--- src/rtl/uart_msg_tx_if.sv ---
// Byte handshake between the message sequencer and the uart_tx serialiser.
interface uart_msg_tx_if;
    logic [7:0] tx_data;
    logic       tx_send;
    logic       tx_busy;

    modport master (output tx_data, output tx_send, input tx_busy);
    modport slave  (input tx_data, input tx_send, output tx_busy);
endinterface

--- src/rtl/uart_msg_tx.sv ---
// Streams one message from a compile-time table into uart_tx, with optional
// CR/LF append, gap-separated repeat and abort after the byte in flight.
module uart_msg_tx #(
    parameter int unsigned                   NUM_MSG     = 2,
    parameter int unsigned                   MAX_LEN     = 16,
    parameter logic [NUM_MSG*MAX_LEN*8-1:0]  MSGS        = '0,
    parameter logic [NUM_MSG*8-1:0]          LENS        = '0,
    parameter bit                            APPEND_CRLF = 1'b1,
    parameter int unsigned                   GAP_CYCLES  = 0,
    localparam int unsigned                  SEL_W       = (NUM_MSG > 1) ? $clog2(NUM_MSG) : 1
) (
    input  logic               clk,
    input  logic               rst_n,
    input  logic               start,
    input  logic [SEL_W-1:0]   sel,
    input  logic               repeat_en,
    input  logic               abort,
    output logic               ready,
    output logic               done,
    output logic               aborted,
    output logic               err,
    uart_msg_tx_if.master      tx
);

    localparam logic [8:0]  CRLF_ADD = APPEND_CRLF ? 9'd2 : 9'd0;
    localparam logic [23:0] GAP_LOAD = (GAP_CYCLES == 0) ? 24'd0 : 24'(GAP_CYCLES - 1);

    typedef enum logic [2:0] {
        ST_IDLE  = 3'd0,
        ST_ISSUE = 3'd1,
        ST_ACK   = 3'd2,
        ST_ADV   = 3'd3,
        ST_GAP   = 3'd4
    } state_e;

    state_e             state_q;
    logic [SEL_W-1:0]   sel_q;
    logic [7:0]         len_q;
    logic [8:0]         idx_q;
    logic [23:0]        gap_q;
    logic               ready_q;
    logic               done_q;
    logic               aborted_q;
    logic               err_q;
    logic [7:0]         tx_data_q;
    logic               tx_send_q;

    logic               sel_ok_d;
    logic [7:0]         sel_len_d;
    logic [8:0]         sel_tot_d;
    logic [8:0]         tot_d;
    logic [8:0]         idx_next_d;
    logic [7:0]         cur_byte_d;

    // Payload bytes first, then the CR/LF trailer positions past the payload.
    function automatic logic [7:0] byte_at(input logic [SEL_W-1:0] s,
                                           input logic [8:0]       k,
                                           input logic [7:0]       len);
        logic [7:0] b;
        if (k < {1'b0, len}) begin
            b = MSGS[8*(32'(s)*MAX_LEN + 32'(k)) +: 8];
        end else if (k == {1'b0, len}) begin
            b = 8'h0D;
        end else begin
            b = 8'h0A;
        end
        return b;
    endfunction

    // Request decode for IDLE and byte/length arithmetic for the active run.
    always_comb begin
        sel_ok_d  = (32'(sel) < NUM_MSG);
        sel_len_d = 8'h00;
        if (sel_ok_d) begin
            sel_len_d = LENS[8*32'(sel) +: 8];
        end else begin
            sel_len_d = 8'h00;
        end
        sel_tot_d  = {1'b0, sel_len_d} + CRLF_ADD;
        tot_d      = {1'b0, len_q} + CRLF_ADD;
        idx_next_d = idx_q + 9'd1;
        cur_byte_d = byte_at(sel_q, idx_q, len_q);
    end

    // Sequencer state and every registered output.
    always_ff @(posedge clk or negedge rst_n) begin
        if (!rst_n) begin
            state_q   <= ST_IDLE;
            sel_q     <= '0;
            len_q     <= 8'h00;
            idx_q     <= 9'd0;
            gap_q     <= 24'd0;
            ready_q   <= 1'b1;
            done_q    <= 1'b0;
            aborted_q <= 1'b0;
            err_q     <= 1'b0;
            tx_data_q <= 8'h00;
            tx_send_q <= 1'b0;
        end else begin
            done_q    <= 1'b0;
            aborted_q <= 1'b0;
            err_q     <= 1'b0;
            case (state_q)
                ST_IDLE: begin
                    if (start) begin
                        if (!sel_ok_d) begin
                            err_q <= 1'b1;
                        end else if (sel_tot_d == 9'd0) begin
                            done_q <= 1'b1;
                        end else begin
                            sel_q   <= sel;
                            len_q   <= sel_len_d;
                            idx_q   <= 9'd0;
                            ready_q <= 1'b0;
                            state_q <= ST_ISSUE;
                        end
                    end
                end
                ST_ISSUE: begin
                    if (abort) begin
                        done_q    <= 1'b1;
                        aborted_q <= 1'b1;
                        ready_q   <= 1'b1;
                        state_q   <= ST_IDLE;
                    end else if (!tx.tx_busy) begin
                        tx_data_q <= cur_byte_d;
                        tx_send_q <= 1'b1;
                        state_q   <= ST_ACK;
                    end
                end
                ST_ACK: begin
                    if (tx.tx_busy) begin
                        tx_send_q <= 1'b0;
                        state_q   <= ST_ADV;
                    end
                end
                ST_ADV: begin
                    if (idx_next_d < tot_d) begin
                        if (abort) begin
                            done_q    <= 1'b1;
                            aborted_q <= 1'b1;
                            ready_q   <= 1'b1;
                            state_q   <= ST_IDLE;
                        end else begin
                            idx_q   <= idx_next_d;
                            state_q <= ST_ISSUE;
                        end
                    end else if (repeat_en && !abort) begin
                        idx_q <= 9'd0;
                        if (GAP_CYCLES == 0) begin
                            state_q <= ST_ISSUE;
                        end else begin
                            gap_q   <= GAP_LOAD;
                            state_q <= ST_GAP;
                        end
                    end else begin
                        done_q  <= 1'b1;
                        ready_q <= 1'b1;
                        state_q <= ST_IDLE;
                    end
                end
                ST_GAP: begin
                    if (abort) begin
                        done_q    <= 1'b1;
                        aborted_q <= 1'b1;
                        ready_q   <= 1'b1;
                        state_q   <= ST_IDLE;
                    end else if (gap_q == 24'd0) begin
                        state_q <= ST_ISSUE;
                    end else begin
                        gap_q <= gap_q - 24'd1;
                    end
                end
                default: begin
                    tx_send_q <= 1'b0;
                    ready_q   <= 1'b1;
                    state_q   <= ST_IDLE;
                end
            endcase
        end
    end

    assign ready      = ready_q;
    assign done       = done_q;
    assign aborted    = aborted_q;
    assign err        = err_q;
    assign tx.tx_data = tx_data_q;
    assign tx.tx_send = tx_send_q;

endmodule

--- src/flat_wrapper.sv ---
// flat-port wrapper written by rule: the top's interface ports become plain ports
module uart_msg_tx_flat 
#(
    parameter int unsigned                   NUM_MSG     = 2,
    parameter int unsigned                   MAX_LEN     = 16,
    parameter logic [NUM_MSG*MAX_LEN*8-1:0]  MSGS        = '0,
    parameter logic [NUM_MSG*8-1:0]          LENS        = '0,
    parameter bit                            APPEND_CRLF = 1'b1,
    parameter int unsigned                   GAP_CYCLES  = 0,
    localparam int unsigned                  SEL_W       = (NUM_MSG > 1) ? $clog2(NUM_MSG) : 1
)
  (clk, rst_n, start, sel, repeat_en, abort, ready, done, aborted, err, tx_tx_data, tx_tx_send, tx_tx_busy);
  uart_msg_tx_if tx_i ();
  input  logic clk;
  input  logic rst_n;
  input  logic start;
  input  logic [SEL_W-1:0] sel;
  input  logic repeat_en;
  input  logic abort;
  output logic ready;
  output logic done;
  output logic aborted;
  output logic err;
  output wire logic [$bits(tx_i.tx_data)-1:0] tx_tx_data;
  output wire logic [$bits(tx_i.tx_send)-1:0] tx_tx_send;
  input wire logic [$bits(tx_i.tx_busy)-1:0] tx_tx_busy;
  assign tx_tx_data = tx_i.tx_data;
  assign tx_tx_send = tx_i.tx_send;
  assign tx_i.tx_busy = tx_tx_busy;
  uart_msg_tx #(.NUM_MSG(NUM_MSG), .MAX_LEN(MAX_LEN), .MSGS(MSGS), .LENS(LENS), .APPEND_CRLF(APPEND_CRLF), .GAP_CYCLES(GAP_CYCLES)) u_core (.clk(clk), .rst_n(rst_n), .start(start), .sel(sel), .repeat_en(repeat_en), .abort(abort), .ready(ready), .done(done), .aborted(aborted), .err(err), .tx(tx_i));
endmodule
--- config.mk ---
export PLATFORM = sky130hd
export DESIGN_NAME = uart_msg_tx_flat
export DESIGN_NICKNAME = d
export VERILOG_FILES = /design/src/rtl/uart_msg_tx_if.sv /design/src/rtl/uart_msg_tx.sv /design/src/flat_wrapper.sv
export SDC_FILE = /design/constraint.sdc
export NUM_CORES = 1
export LEC_CHECK = 0
export BUFFER_PORTS_ARGS = -buffer_cell sky130_fd_sc_hd__buf_4
export CAP_MARGIN = 30
export CORE_UTILIZATION = 32
export CTS_CLUSTER_DIAMETER = 120
export DETAILED_ROUTE_END_ITERATION = 10
export SYNTH_ARGS = -nofsm -noshare
export SYNTH_HDL_FRONTEND = slang
export SYNTH_SLANG_ARGS = --single-unit
--- constraint.sdc ---
create_clock -name clk -period 2.3 [get_ports clk]
set_input_delay 0.345 -clock clk [delete_from_list [all_inputs] [get_ports clk]]
set_output_delay 0.345 -clock clk [all_outputs]
set_load 0.01 [all_outputs]
==> summary.md, run 1 <==
| Metric | Value |
|---|---|
| Clock buffer depth | 2 |
| Routed vias/inst | ~4.9 |
| CTS tree | done |
| Reg2reg setup slack | between 0.3 and 0.4 ns |
| Asr flop ratio synth | 1.00 |
| Area fraction of the dominant cell type after synthesis | 0.454 |
| CP startpoint | u_core.idx_q[7] |
| Final Critical Period | approximately 1.9 ns |
| Critical path's slowest cell | o41a_1 |
| Lkg Pwr | roughly 0.53 nW |
| Die Y | roughly 56 um |
| I/O pin total | 20 |
| Top_reg_cell synth | dfrtp_1 |
| Max-slew violations | 0 |
| Reg2Reg Depth | 5 |
| Outcome | finished clean |
| Row count | 19 |
| Yosys top cell by area | dfrtp_1 |
| Initial antenna violation count | 0 |
| Startpoint types | flip-flop |
| Starting Density | 0.340 |
| Antenna-violating nets left | 0 |
| Yosys warning total | 0 |
| # resized after CTS | 0 |
| Crit path buf inv count | 0 |
| PwrDens | around 1100 nW/um^2 |
| Placer congestion estimate | between 0.7 and 0.8 |
| Skew-Pair Late Insertion Delay | a little under 0.3 ns |
| Layout area overhead | 16.3% |
| Final Hold Vio Count | 0 |
| Crit path max-delay family | compound AO/OA/AOI/OAI gates |
| Largest net degree at the start of global routing | 19 |
| Die footprint | between 3000 and 4000 sq um |
| Post-CTS Setup Bufs | 0 |
| Hold Path Class | in2reg |
| Worst R2R Start | u_core.idx_q[7] |
| GRT Residual Overflow | 0 |
| Flops & latches, synth | 18 |
| Count of input and output buffers | 13 |
| Share of layout cells above drive strength 1 | 0.194 |
| Cts hold-fix bufs | 1 |
| Fill cells | between 200 and 300 |
| Clock-pin slew on the worst setup and hold paths | roughly 0.10 ns |
| Fmax | 0.526 GHz |
| Placed cell count | between 100 and 150 |
| TritonRoute pass-1 iters | 4 |
| Post-route insts no fill | approximately 140 |
| Routed Wire Length | 1690 um |
| Required @ worst endpoint | 2.48 ns |
| Drc violations | 0 |
| Seq/Total Area, Yosys | 0.482 |
| CP Capture Type | flip-flop |
| Kind of critical path | reg2reg |
| Num CTS Buffers | 3 |
| R2R Path End | u_core.idx_q[7] |
| Setup TNS | 0 ns |
| Clock Sinks | 18 |
| Initial drt markers | 14 |
| Post-synth top cells | 17 x dfrtp_1, 9 x inv_1, 8 x nor2b_1 |
| Max Cap Violations | 0 |
| Final critical-path share of the clock period | 0.827 |
| Global-route wire length before repair | between 2000 and 3000 um |
| GR Util All Layers | 0.116 |
| CP endpoint | u_core.idx_q[7] |
| CP cell instances | nor4_1, a32oi_1, o41a_1, a21oi_4, nor2b_1 |
| Critical Path AT | around 2.1 ns |
| DR vias | 676 |
| Die X | 56.1 um |
| Most frequent cell after synthesis | dfrtp_1 |
| RSZ-0062 raised after global routing | no |
| Total core area | about 2800 sq um |
| Worst vdd ir | roughly 800 uV |
| WP depth | 5 |
| Antenna Cells | 0 |
| Clock skew | 0.00545 ns |
| Wirelength per Cell | ~12 um |
| Final setup vio count | 0 |
| Final net count | approximately 120 |
| Number of flops mapped to enable cells by yosys | 0 |
| CP max stage delay | ~0.50 ns |
| H-tree depth | 1 |
| Synth area leaders | dfrtp_1 45%, ha_1 8.0%, nor2b_1 5.3% |
| Mapped cell area | about 940 sq um |
| Synth Area per Inst | a little over 10 sq um |
| Crit path max fanout | 9 |
| Count of cell types in the netlist | 31 |
| Number of global-route vias before repair | 676 |
| Syn Inst Count | between 90 and 100 |
| DP HPWL | ~1300 um |
| CTS root buffer | clkbuf_4 |
## cells by family after synthesis
kind of cell | count (synthesis) | synth area share
xor+xnor | 1 | 0.00935
other cells | 1 | 0.00400
compound gates | 21 | 0.160
fa+ha+maj | 6 | 0.0801
buf+inv | 15 | 0.0841
mux | 1 | 0.0120
flops | 18 | 0.482
simple gates | 29 | 0.168
## how the worst min path moves through the flow
stage,start,cells after the start,endpoint
floorplan,rst_n,0,u_core.aborted
global placement,rst_n,1,u_core.idx_q[7]
detailed placement,rst_n,1,u_core.idx_q[4]
CTS,tx_tx_busy,3,u_core.tx.tx_data[2]
global route,tx_tx_busy,3,u_core.tx.tx_data[2]
finish,tx_tx_busy,3,u_core.tx.tx_data[2]
## where the power goes
group,switching [mW],leakage [nW],total (mW),internal [mW]
clock network,0.0985,0.0210,0.195,0.0964
logic,0.300,0.278,0.545,0.245
registers,0.0462,0.232,0.441,0.395
## through the flow
stage	power (mW)	hold slack, ns	area (sq um)	setup slack, ns	util
2_1_floorplan	0.831	0.0494	952	0.603	-
3_3_place_gp	0.986	0.226	1040	0.361	0.378
3_5_place_dp	0.997	0.231	1040	0.360	0.378
4_1_cts	1.20	0.320	1090	0.351	0.395
5_1_grt	1.27	0.337	1090	0.246	0.395
6_report	1.18	0.325	1090	0.397	0.395
## layout make-up
type,instances,area (sq um),share of cell area
well taps,31,38.8,0.0356
clock buffers,4,36.3,0.0333
multi-input cells,63,422,0.387
repair buffers,14,108,0.0987
flip-flops and latches,18,452,0.414
inverters,9,33.8,0.0310
## worst min-delay path: stages
cell and delay [ns]:
buf_4 0.11, o21ai_0 0.08, nand2_1 0.05
## cells in the final DEF, fill, tap and decap left out
cell	synthesis	routed
or2_2	1	1
o21a_1	1	1
nand2_1	6	6
ha_1	6	6
nor4_1	4	4
a21oi_1	3	3
o41a_1	1	1
o21ai_1	2	2
and4_1	1	1
nor4b_1	1	1
conb_1	1	5
dlygate4sd3_1	0	1
nand3_1	1	1
o41ai_1	1	1
mux2_2	1	1
a211o_1	1	1
dfrtp_1	17	17
o21ai_0	5	5
a32oi_1	1	1
dfstp_2	1	1
a31oi_1	2	2
nand2b_1	1	1
and3_1	1	1
a21oi_4	1	1
xor2_1	1	1
a311oi_1	1	1
nor2b_1	8	8
clkbuf_4	0	3
buf_4	6	13
a211oi_1	1	1
a311o_1	1	1
nor2_1	5	5
clkbuf_8	0	1
inv_1	9	9
## metal layers
metal  routed length, um  part of all wire  up-vias  track usage
met5                   0                 0        -            0
met4                   0                 0        0       0.0105
met3                  72             0.043        0       0.0442
met2                 757              0.45       13        0.175
met1                 860              0.51      317        0.164
li1                    -                 -      346            -
## state kept, by name, indices dropped and copies added (netlist names)
signal	count
u_core.idx_q	9
u_core.ready	1
u_core.tx.tx_send	1
u_core.done	1
u_core.tx.tx_data	3
u_core.aborted	1
u_core.state_q	2
Note: power is estimated with default switching activity, not from simulation.
==> run 2: changes to the inputs <==
==> constraint.sdc (replaced) <==
create_clock -name clk -period 1.57 [get_ports clk]
set_input_delay 0.2355 -clock clk [delete_from_list [all_inputs] [get_ports clk]]
set_output_delay 0.2355 -clock clk [all_outputs]
set_load 0.01 [all_outputs]
==> run 2 against run 1 <==
  * Sequential share of layout area decreased by 5.9 points
  * The run now ends with setup timing left
  * Critical path depth unchanged
  * Clock-buffer cell count is the same
  * Cell area increased by 17%
  * Critical path type unchanged
  * Largest cell class is now multi-input combinational cells
==> summary.md, run 2 (synthesis gave the netlist of run 1 again) <==
| Metric | Value |
|---|---|
| CP cell instances | a311oi_2, a31oi_4, o41a_1, a21oi_2, nor2b_1 |
| Clock-pin slew on the worst setup and hold paths | approximately 0.1 ns |
| RSZ-0062 raised after global routing | yes |
| CP max stage delay | between 0.5 and 0.6 ns |
| Clock skew | approximately 0.0027 ns |
| H-tree depth | 1 |
| Setup TNS | -2.33 ns |
| GRT Residual Overflow | 0 |
| DR vias | between 700 and 800 |
| Worst vdd ir | around 1000 uV |
| Clock buffer depth | 2 |
| DP HPWL | approximately 1300 um |
| Count of input and output buffers | 13 |
| Global-route wire length before repair | between 3000 and 4000 um |
| Critical path's slowest cell | o41a_1 |
| Die Y | 56.1 um |
| Die footprint | roughly 3100 sq um |
| Placer congestion estimate | approximately 0.81 |
| Final net count | around 140 |
| Crit path max fanout | 4 |
| GR Util All Layers | 0.123 |
| Num CTS Buffers | 3 |
| Crit path buf inv count | 0 |
| CP Capture Type | flip-flop |
| Row count | 19 |
| Wirelength per Cell | between 10 and 15 um |
| Antenna Cells | 0 |
| Final setup vio count | 12 |
| Lkg Pwr | just over 0.6 nW |
| PwrDens | ~1500 nW/um^2 |
| Final Hold Vio Count | 0 |
| Required @ worst endpoint | between 1.5 and 2 ns |
| Max Cap Violations | 0 |
| Hold Path Class | in2reg |
| I/O pin total | 20 |
| Share of layout cells above drive strength 1 | 0.366 |
| CTS tree | done |
| Final critical-path share of the clock period | 1.15 |
| Outcome | finished, violations left |
| Max-slew violations | 0 |
| Crit path max-delay family | compound AO/OA/AOI/OAI gates |
| Most common cell after layout, fill and taps aside | buf_4 |
| TritonRoute pass-1 iters | 4 |
| Kind of critical path | reg2reg |
| Drc violations | 0 |
| Commonest cells after routing, fill and taps aside | 27 x buf_4, 15 x dfrtp_1, 9 x inv_1, 8 x nor2b_1, 6 x nand2_1 |
| Initial antenna violation count | 0 |
| Final WS setup | -0.240 ns |
| Total core area | approximately 2800 sq um |
| Clock power frac | 0.155 |
| Reg2Reg Depth | 5 |
| Total Power | between 1.5 and 2 mW |
| Hold Path Stages | 3 |
| Clock Sinks | 18 |
| Routed vias/inst | about 4.8 |
| Final Critical Period | between 1.5 and 2 ns |
| Failing checks | setup timing |
| Fmax | approximately 0.55 GHz |
| Combinational fraction of design power | 0.507 |
| Layout area overhead | 36.2% |
| WP depth | 5 |
| Max reg flops | 9 |
| CTS root buffer | clkbuf_4 |
| Largest net degree at the start of global routing | 19 |
| Reg power frac | 0.338 |
| Number of global-route vias before repair | ~700 |
| Initial drt markers | 13 |
| Internal power | between 1 and 1.5 mW |
| Sw Pwr | around 0.74 mW |
| Skew-Pair Late Insertion Delay | about 0.30 ns |
| Routed Wire Length | between 1500 and 2000 um |
| Switching share of total power | 0.383 |
| Critical Path AT | around 2.0 ns |
| Die X | around 56 um |
| Starting Density | 0.340 |
| Biggest register | u_core.idx_q |
| Antenna-violating nets left | 0 |
| Startpoint types | flip-flop |
[run 2: cell types whose count changed in the layout (fill, tap and decap cells not counted), sizes merged]
cell   change
a21oi      +1
buf       +14
[run 2: worst paths after layout]
check / from / to / slack (ns)
max in group asynchronous: rst_n / u_core.ready / 1.01
worst min register to register: u_core.tx.tx_data[3] / u_core.tx.tx_data[3] / 0.49
worst max register to register: u_core.idx_q[1] / u_core.idx_q[3] / -0.24
worst max-delay path: u_core.idx_q[1] / u_core.idx_q[3] / -0.24
min in group asynchronous: rst_n / u_core.tx.tx_data[3] / 0.31
worst min-delay path: tx_tx_busy / u_core.tx.tx_data[2] / 0.20
[run 2: power by group through the flow]
stage | Sequential, mW | Clock (mW) | Combinational (mW)
2_1_floorplan | 0.681 | 0 | 0.535
3_3_place_gp | 0.650 | 0 | 0.887
3_5_place_dp | 0.658 | 0 | 0.903
4_1_cts | 0.646 | 0.296 | 0.952
5_1_grt | 0.667 | 0.318 | 1.07
6_report | 0.650 | 0.297 | 0.974
[run 2: repair_timing]
action                                  in CTS  in global routing
hold buffers                                 1                  0
cloned                                       1                  0
pin swaps                                    2                  9
gates resized for setup                      0                 11
endpoints found under the setup margin      12                 13
setup buffers                                0                  1
endpoints found under the hold margin       17                  0
[run 2: layer usage]
| layer | wire, um | part of all wire | vias to the layer above | GRT usage |
|---|---|---|---|---|
| met5 | 0 | 0 | - | 0 |
| met4 | 63 | 0.034 | 0 | 0.0592 |
| met3 | 67 | 0.036 | 8 | 0.0209 |
| met2 | 838 | 0.45 | 22 | 0.214 |
| met1 | 879 | 0.48 | 333 | 0.147 |
| li1 | - | - | 376 | - |
[run 2: cell type report]
class	instances	area, sq um
clock buffer	4	36.3
fill	262	1480
inverter	9	33.8
multi-input combinational	64	500
sequential	18	454
tap	31	38.8
timing repair buffer	28	213
[run 2: per-stage QoR]
| step | cell area [sq um] | worst slack, ns | instances | util | hold slack (ns) |
|---|---|---|---|---|---|
| after floorplan | 961 | -0.0453 | 96 | - | -0.0601 |
| after global placement | 1150 | -0.163 | 147 | 0.417 | 0.114 |
| after detailed placement | 1150 | -0.215 | 147 | 0.417 | 0.118 |
| after CTS | 1200 | -0.206 | 153 | 0.437 | 0.206 |
| after global routing | 1280 | -0.326 | 154 | 0.463 | 0.237 |
| final | 1280 | -0.240 | 154 | 0.463 | 0.201 |
[run 2: worst min-delay path, stage by stage]
cell	delay, ns
buf_4	0.11
o21ai_0	0.08
nand2_1	0.05
==> run 3: changes to the inputs <==
--- a/config.mk
+++ b/config.mk
@@ -8,8 +8,10 @@
 export BUFFER_PORTS_ARGS = -buffer_cell sky130_fd_sc_hd__buf_4
 export CAP_MARGIN = 30
 export CORE_UTILIZATION = 32
+export CTS_BUF_LIST = sky130_fd_sc_hd__clkbuf_4
 export CTS_CLUSTER_DIAMETER = 120
 export DETAILED_ROUTE_END_ITERATION = 10
+export PLACE_DENSITY = 0.55
 export SYNTH_ARGS = -nofsm -noshare
 export SYNTH_HDL_FRONTEND = slang
 export SYNTH_SLANG_ARGS = --single-unit
==> run 3 against run 2 <==
  * The flow still finishes with violations (setup timing)
  * Clock-buffer cell count is 1 lower
  * Combinational power is 8% higher
  * Highest routed layer unchanged
  * Largest power group unchanged
  * Critical path depth is 1 higher
  * Flip-flop and latch count did not move
  * Critical path type unchanged
  * Fmax barely moved
==> summary.md, run 3 (synthesis gave the netlist of run 1 again) <==
| Metric | Value |
|---|---|
| Outcome | finished, violations left |
| Failing checks | setup timing |
| Placer congestion estimate | a little over 0.8 |
| DP Area | 1160 sq um |
| Antenna-violating nets left | 0 |
| GRT Residual Overflow | 0 |
| Row count | 19 |
| Final setup vio count | 12 |
| Clock Sinks | 18 |
| Total core area | 2760 sq um |
| Reg2reg setup slack | -0.24 ns |
| Max Cap Violations | 0 |
| Initial drt markers | 13 |
| Commonest cells after routing, fill and taps aside | 32 x buf_4, 15 x dfrtp_1, 8 x inv_1, 8 x nor2b_1 |
| Kind of critical path | reg2reg |
| Critical Path AT | 2.00 ns |
| Skew-Pair Late Insertion Delay | between 0.3 and 0.4 ns |
| DR vias | roughly 770 |
| Reg2Reg Depth | 6 |
| Worst R2R Start | u_core.idx_q[0] |
| Die footprint | approximately 3100 sq um |
| Final net count | around 140 |
| Lkg Pwr | between 0.6 and 0.7 nW |
| DP HPWL | 1370 um |
| Startpoint types | flip-flop |
| Max-slew violations | 0 |
| Fmax | around 0.55 GHz |
| Hold Path Class | in2reg |
| Final critical-path share of the clock period | 1.15 |
| Largest net degree at the start of global routing | 19 |
| Share of layout cells above drive strength 1 | 0.431 |
| CP Capture Type | flip-flop |
| Starting Density | 0.340 |
| Required @ worst endpoint | between 1.5 and 2 ns |
| CP endpoint | u_core.idx_q[7] |
| RSZ-0062 raised after global routing | yes |
| Count of input and output buffers | 13 |
| Final WS setup | -0.238 ns |
| R2R Path End | u_core.idx_q[7] |
| I/O pin total | 20 |
| Number of global-route vias before repair | between 700 and 800 |
| Clock skew | just over 0.009 ns |
| Total Power | roughly 2 mW |
| WHS | around 0.19 ns |
| TritonRoute pass-1 iters | 3 |
| Clock-pin slew on the worst setup and hold paths | 0.11 ns |
| Clock buffer depth | 2 |
| Antenna Cells | 0 |
| GR Util All Layers | 0.139 |
| Die Y | 56.1 um |
| Initial antenna violation count | 0 |
| Final Critical Period | about 1.8 ns |
| CTS root buffer | clkbuf_4 |
| CP startpoint | u_core.idx_q[0] |
| PwrDens | around 1400 nW/um^2 |
| Final Hold Vio Count | 0 |
| Worst vdd ir | 1090 uV |
| Final Cell Area | around 1400 sq um |
| CTS tree | done |
| Num CTS Buffers | 3 |
| Biggest register | u_core.idx_q |
| Layout area overhead | 44.6% |
| Routed Wire Length | just under 2000 um |
| Routed vias/inst | 4.78 |
| Die X | around 56 um |
| Drc violations | 0 |
| Max reg flops | 9 |
| H-tree depth | 1 |
| Global-route wire length before repair | between 3000 and 4000 um |
| Crit path max fanout | 5 |
| Most common cell after layout, fill and taps aside | buf_4 |
| Wirelength per Cell | between 10 and 15 um |
-- run 3: metal layers --
metal | wire length, um | GRT usage | vias up
met2 | 982 | 0.230 | 19
met5 | 0 | 0 | -
met3 | 49 | 0.0209 | 5
li1 | - | - | 391
met4 | 50 | 0.0836 | 0
met1 | 875 | 0.169 | 354
-- run 3: area by class of cell --
cell class	instances	area (sq um)
fill	266	1400
clock inverter	1	3.75
clock buffer	3	22.5
tap	31	38.8
inverter	9	36.3
multi-input combinational	64	527
timing repair buffer	35	273
sequential	18	454
-- run 3: where the power goes --
| group | leakage, nW | switching, mW | internal (mW) |
|---|---|---|---|
| logic | 0.408 | 0.548 | 0.500 |
| registers | 0.229 | 0.0681 | 0.579 |
| clock network | 0.0154 | 0.156 | 0.0930 |
-- run 3: worst min-delay path by stage --
stage                           from                    to  slack [ns]  cells past startpoint
final                     tx_tx_busy  u_core.tx.tx_data[2]        0.19                      3
after CTS                 tx_tx_busy  u_core.tx.tx_data[2]        0.20                      3
after global placement         rst_n     u_core.tx.tx_send        0.12                      1
after floorplan                rst_n        u_core.aborted       -0.06                      0
after global routing      tx_tx_busy  u_core.tx.tx_data[2]        0.20                      3
after detailed placement       rst_n     u_core.tx.tx_send        0.12                      1
-- run 3: metrics by stage --
stage	TNS, ns	utilization	setup WS (ns)	instances
floorplan	-0.354	-	-0.0453	96
global placement	-2.06	0.422	-0.203	149
detailed placement	-2.57	0.422	-0.250	149
CTS	-2.66	0.461	-0.265	157
global route	-3.61	0.491	-0.322	161
finish	-2.66	0.491	-0.238	161
-- run 3: repair_timing --
action / CTS / global route
hold buffers: 1 / 0
hold endpoints to repair: 17 / 0
setup buffers: 3 / 5
cloned: 1 / 0
resized for setup: 8 / 11
pin swaps: 11 / 10
endpoints found under the setup margin: 13 / 13
-- run 3: worst max-delay path, stage by stage, from the launching register on --
cell     delay, ns
dfrtp_2       0.46
buf_6         0.14
inv_4         0.05
ha_4          0.19
o41a_1        0.54
a21oi_4       0.23
nor2b_1       0.08
